### src/rtl/encoder_ssi_rx_multi.sv
// Multi-lane SSI/SPI absolute-encoder receiver: per-lane start detect, MSB-first
// frame capture, optional parity, enforced inter-frame gap and an all-lanes strobe.
module encoder_ssi_rx_multi #(
    parameter int NUM_CH     = 2,
    parameter int FRAME_W    = 24,
    parameter int DATA_MSB   = 21,
    parameter int DATA_LSB   = 3,
    parameter int PARITY_EN  = 1,
    parameter int PARITY_ODD = 0,
    parameter int GAP_MIN    = 4,
    localparam int DATA_W    = DATA_MSB - DATA_LSB + 1
) (
    input  logic                       sck,
    input  logic                       rst_n,
    input  logic                       en,
    input  logic [NUM_CH-1:0]          miso,
    output logic [NUM_CH*FRAME_W-1:0]  frame_full,
    output logic [NUM_CH*DATA_W-1:0]   encoder_val,
    output logic [NUM_CH-1:0]          data_valid,
    output logic [NUM_CH-1:0]          parity_err,
    output logic                       all_valid
);

    localparam int CW = $clog2(FRAME_W);
    localparam int GW = (GAP_MIN > 1) ? $clog2(GAP_MIN) : 1;

    typedef enum logic [1:0] {
        IDLE,
        SHIFT,
        GAP
    } state_t;

    state_t              state [NUM_CH];
    logic [FRAME_W-2:0]  shreg [NUM_CH];
    logic [CW-1:0]       cnt   [NUM_CH];
    logic [GW-1:0]       gcnt  [NUM_CH];
    logic [FRAME_W-1:0]  nxt   [NUM_CH];
    logic [NUM_CH-1:0]   seen;

    // Frame as it stands once the current miso bit is shifted in.
    always_comb begin
        for (int unsigned i = 0; i < NUM_CH; i++) begin
            nxt[i] = {shreg[i], miso[i]};
        end
    end

    always_ff @(posedge sck or negedge rst_n) begin
        if (!rst_n) begin
            frame_full  <= '0;
            encoder_val <= '0;
            data_valid  <= '0;
            parity_err  <= '0;
            for (int unsigned i = 0; i < NUM_CH; i++) begin
                state[i] <= IDLE;
                shreg[i] <= '0;
                cnt[i]   <= '0;
                gcnt[i]  <= '0;
            end
        end else begin
            data_valid <= '0;
            for (int unsigned i = 0; i < NUM_CH; i++) begin
                case (state[i])
                    IDLE: begin
                        if (en && !miso[i]) begin
                            state[i] <= SHIFT;
                            cnt[i]   <= '0;
                        end
                    end
                    SHIFT: begin
                        shreg[i] <= nxt[i][FRAME_W-2:0];
                        cnt[i]   <= cnt[i] + 1'b1;
                        if (cnt[i] == CW'(FRAME_W - 1)) begin
                            frame_full[i*FRAME_W +: FRAME_W] <= nxt[i];
                            encoder_val[i*DATA_W +: DATA_W]  <= nxt[i][DATA_MSB:DATA_LSB];
                            parity_err[i] <= (PARITY_EN != 0) &&
                                             ((^nxt[i]) != (PARITY_ODD != 0));
                            data_valid[i] <= 1'b1;
                            state[i]      <= GAP;
                            gcnt[i]       <= '0;
                        end
                    end
                    GAP: begin
                        if (!miso[i]) begin
                            gcnt[i] <= '0;
                        end else if (gcnt[i] == GW'(GAP_MIN - 1)) begin
                            state[i] <= IDLE;
                        end else begin
                            gcnt[i] <= gcnt[i] + 1'b1;
                        end
                    end
                    default: state[i] <= IDLE;
                endcase
            end
        end
    end

    // Valids landing in the completing cycle are absorbed by that strobe.
    always_ff @(posedge sck or negedge rst_n) begin
        if (!rst_n) begin
            seen      <= '0;
            all_valid <= 1'b0;
        end else if (&(seen | data_valid)) begin
            seen      <= '0;
            all_valid <= 1'b1;
        end else begin
            seen      <= seen | data_valid;
            all_valid <= 1'b0;
        end
    end

endmodule

### config.mk
export PLATFORM = sky130hd
export DESIGN_NAME = encoder_ssi_rx_multi
export DESIGN_NICKNAME = d
export VERILOG_FILES = /design/src/rtl/encoder_ssi_rx_multi.sv
export SDC_FILE = /design/constraint.sdc
export NUM_CORES = 1
export LEC_CHECK = 0
export CELL_PAD_IN_SITES_DETAIL_PLACEMENT = 0
export CELL_PAD_IN_SITES_GLOBAL_PLACEMENT = 1
export CORE_MARGIN = 3
export CORE_UTILIZATION = 43
export CTS_CLUSTER_SIZE = 14
export DETAILED_ROUTE_END_ITERATION = 8
export GPL_ROUTABILITY_DRIVEN = 0
export HOLD_SLACK_MARGIN = 0.08
export PLACE_DENSITY = 0.9
export SETUP_SLACK_MARGIN = 0.5
export SLEW_MARGIN = 20
export SYNTH_ARGS = -nofsm -noshare
export SYNTH_HDL_FRONTEND = slang
export SYNTH_SLANG_ARGS = --single-unit
### constraint.sdc
create_clock -name sck -period 3.8 [get_ports sck]
set_input_delay 0.76 -clock sck [delete_from_list [all_inputs] [get_ports sck]]
set_output_delay 0.76 -clock sck [all_outputs]
set_load 0.02 [all_outputs]
Yosys cells after proc, flatten, opt, wreduce, memory -nomap -nowiden
Index checks and enable logic that the tools add are counted.
W data, S select, Z words.
- word-level logic and storage cells: 89
- bits in registers: 157
- input bits: 5
- add/sub/neg operators: 4
- reductions and logical operators: 21
- equal/unequal tests: 18
- multiplexer cells: 28
- bitwise gates (word level): 1
- operator list (cell ; count):
    $reduce_xor A24 Y1 ; 2
    $mux W2 ; 15
    $pmux W5 S2 ; 2
    $ne A2 B2 Y1 const B ; 8
    $pmux W2 S3 ; 2
    $add A5 B1 Y5 const B ; 2
    $eq A5 B5 Y1 const B ; 2
    $mux W5 ; 2
    $reduce_and A2 Y1 ; 5
    $eq A2 B2 Y1 const B ; 4
    $pmux W2 S2 ; 2
    $reduce_and A4 Y1 ; 2
    $reduce_bool A2 Y1 ; 4
    $ne A3 B3 Y1 const B ; 2
    $reduce_and A3 Y1 ; 2
    $mux W1 ; 5
    $add A2 B1 Y2 const B ; 2
    $eq A2 B1 Y1 const B ; 2
    $logic_not A2 Y1 ; 2
    $logic_and A1 B1 Y1 ; 2
    $logic_not A1 Y1 ; 2
    $or A2 B2 Y2 ; 1

Depth between registers and ports, before layout
- word-level depth: 4
- depth in mapped cells: 7
- gate-level depth less buffers: 6

Least setup slack after synthesis
OpenSTA, ideal clock, no wires.
- path type: in2reg
- start: input port miso[0]
- end: register parity_err[0]
- required time: 3.724 ns
- cell stages on the path: 5
- slack: 2.082 ns
- data arrival time: 1.641 ns
- path through: xnor2_1 xnor2_1 xnor2_1 xnor3_1 o21ai_1
- word-level cells in the longest chain between the ends: 1
- ends and longest elaborated chain (element ; RTL line ; RTL):
    start, declared ; 16 ; input logic [NUM_CH-1:0] miso,
    $reduce_xor A24 Y1 ; 76 ; ((^nxt[i]) != (PARITY_ODD != 0));
    end signal, assigned by index ; 75 ; parity_err[i] <= (PARITY_EN != 0) &&
    end, declared ; 20 ; output logic [NUM_CH-1:0] parity_err,
No other way between the ends.
A chain may end at the register's enable or synchronous reset.

==> run summary <==
Critical Path Start Type - flop
Highest metal layer with signal wires - met4
Synthesized Nets - 593
Count of final max-slew check failures - 0
Hold Crit Class - in2async
Setup_tns - 0 ns
Mux cell area share after synthesis - 0%
Synth Area in XOR/XNOR - 8.28%
Hold-fix buffers, CTS - 0
Starting density of the core - 45.3%
Worst Path Arrival - 1.43 ns
R2r setup slk - 1.76 ns
Post-synthesis sequential area ratio - 56.2%
Synthesized area - 0.00530 mm^2
Largest family of logic cells by synthesized area - simple AND/OR/NAND/NOR gates
Sink Count - 119
Post-CTS setup buffer count - 0
M1 WL - 5050 um
Slowest stage delay, CP - 0.64 ns
Post-route ant nets - 0
CTS tree - done
Finished Cell Area - 0.00676 mm^2
Placed inst area - 0.00611 mm^2
CP Capture Type - output pin
Vias - 3851
Post-DP HPWL - 6900 um
Slowest library cell on the worst path - clkdlybuf4s50_1
Clock share of power - 24.6%
Worst Tran Pin Value - 1.01 ns
Maximum vdd drop - 0.505 mV
Crit path max-delay family - buffers and inverters
Psw - 2.58 mW
Max-cap violation count - 0
Rows - 39
Critical-path cell list - clkdlybuf4s50_1
Clock latency on the worst-skew pair - 0.41 ns
Fmax - 0.457 GHz
Critical path required time - 3.04 ns
Share of layout cells above drive strength 1 - 5.65%
Congestion Overflow GR - 0
Largest net degree at the start of global routing - 99
WL met3 - 394 um
Adder-cell share of the synthesized area - 0.944%
Gate power share - 43.6%
All-layer global routing usage - 17.1%
Worst relative slew slack - 32.9%
Antenna Cells - 0
Sequential power share - 31.7%
WL final - 10700 um
Clock skew - 0.00776 ns
Die H - 117 um
Post-CTS resize count - 0
Crit path kind - reg2out
Syn Area/Cell - 9.08 um^2
# DRC - 0
Switching Share - 35.8%
Die ar. - 0.0137 mm^2
Synthesis Warnings - 0
H-tree depth - 4
Fraction of the cycle the final worst path needs - 57.6%
Area grow syn2layout - 27.5%
Setup violators final - 0
Maximum fanout along the worst path - 3
Run status - completed
Internal power - 4.61 mW
WL met2 - 5110 um
DR vias/cell - 4.83
Synth Instances - 584
Tmin final - 2.19 ns
Nets - 652
Leakage Power - 3.32 nW
Vias in the first global route - 4006
Core ar. - 0.0117 mm^2
Unique masters post-synth - 26
Routed WL per cell - 13.4 um
FF+latch count, synth - 119
Worst-path clk slew - 0.05 ns
Pre-antenna DRT Iters - 4
Starting DRT DRC Count - 262
Number of buffers created by CTS - 17
Final Instance Count excl. Fillers - 798
Compound-gate portion of the synthesized area - 3.59%
Pwr Density - 1060 mW/mm^2
Worst path bufs/invs - 1
First-pass GRT wire length - 18600 um
Placed insts - 767
Clock Path Buffers - 2
Antenna violations before repair - 0
Simple-gate share of the synthesized area - 23.9%
Root buf cell - clkbuf_16
Unrepaired setup endpoints after global routing - no
Num ports - 96
Die W - 117 um
PortBufs - 95
Hold Violations, Final - 0
==> metal layers <==
metal  global-route usage, %  up-vias
met5                       0        -
met4                    6.04        0
met3                    4.16        9
met2                    26.7       97
met1                    23.3     1844
li1                        -     1901
==> cells by family (layout without fill, tap and decap cells) <==
logic type / Yosys count / in the layout
compound gates: 29 / 29
xor+xnor: 47 / 47
fa+ha+maj: 4 / 4
buf+inv: 62 / 133
flops: 119 / 119
simple gates: 323 / 323
==> synthesized netlist by cell type <==
cell / n / area [um^2]
dfrtp_1: 119 / 2980
inv_2: 2 / 7.51
a32o_1: 4 / 40.0
o21ai_0: 12 / 60.1
xor2_1: 9 / 78.8
nor2b_1: 4 / 25.0
xnor2_1: 36 / 315
a22o_1: 2 / 17.5
and4b_1: 2 / 20.0
nand2b_1: 6 / 37.5
nor3_1: 2 / 10.0
nand2_1: 295 / 1110
xnor3_1: 2 / 45.0
buf_2: 4 / 20.0
buf_1: 2 / 7.51
o21bai_1: 2 / 15.0
nor2_1: 5 / 18.8
ha_1: 4 / 50.1
and2_0: 1 / 6.26
nand3_1: 8 / 40.0
clkbuf_1: 16 / 60.1
buf_4: 38 / 285
a21oi_1: 2 / 10.0
o31ai_1: 3 / 22.5
a21o_1: 2 / 15.0
o21ai_1: 2 / 10.0
==> power groups by stage <==
stage	Sequential (mW)	Combinational, mW	Clock (mW)
after floorplan	2.41	2.16	0
after global placement	2.27	3.05	0
after detailed placement	2.30	3.15	0
after CTS	2.29	3.19	1.79
after global routing	2.38	3.47	1.86
final	2.28	3.14	1.77
==> flip-flops by register name (all words and copies together), names as in the netlist <==
signal and count:
seen 2, frame_full 48, gcnt 4, all_valid 1
cnt 10, parity_err 2, state 4, nxt 46
data_valid 2
==> cells in the final DEF (no fill, tap or decap), types with 3 or more instances in the layout <==
cell type	instances
xnor2_1	36
nor2b_1	4
dfrtp_1	119
xor2_1	9
nand2b_1	6
nor2_1	5
clkbuf_8	4
nand2_1	295
buf_4	5
a32o_1	4
clkdlybuf4s50_1	94
ha_1	4
o31ai_1	3
bufinv_16	5
nand3_1	8
clkbuf_16	17
o21ai_0	12
==> cell type report <==
cell class / instances / area, um^2
multi-input combinational: 403 / 1940
clock buffer: 23 / 488
clock inverter: 8 / 168
sequential: 119 / 2980
inverter: 2 / 7.51
timing repair buffer: 100 / 998
tap: 143 / 179
fill: 1034 / 4950
==> through the flow <==
step / setup slack, ns / util (%) / total power, mW / hold WS [ns]
after floorplan: 2.08 / - / 4.57 / 0.409
after global placement: 1.44 / 52.1 / 5.32 / 0.419
after detailed placement: 1.39 / 52.1 / 5.45 / 0.426
after CTS: 1.59 / 57.7 / 7.27 / 0.239
after global routing: 1.56 / 57.7 / 7.71 / 0.253
final: 1.61 / 57.7 / 7.19 / 0.240
==> worst paths after layout <==
kind                          startpoint  cells past startpoint              to
setup / recovery           frame_full[5]                      1  encoder_val[2]
hold / removal                     rst_n                      1   frame_full[5]
setup reg to reg                  cnt[0]                      7  frame_full[47]
hold reg to reg                  seen[1]                      1         seen[0]
max in group asynchronous          rst_n                      2         nxt[16]
min in group sck                 seen[1]                      1         seen[0]
No activity file was read; power rests on OpenSTA's default activity.
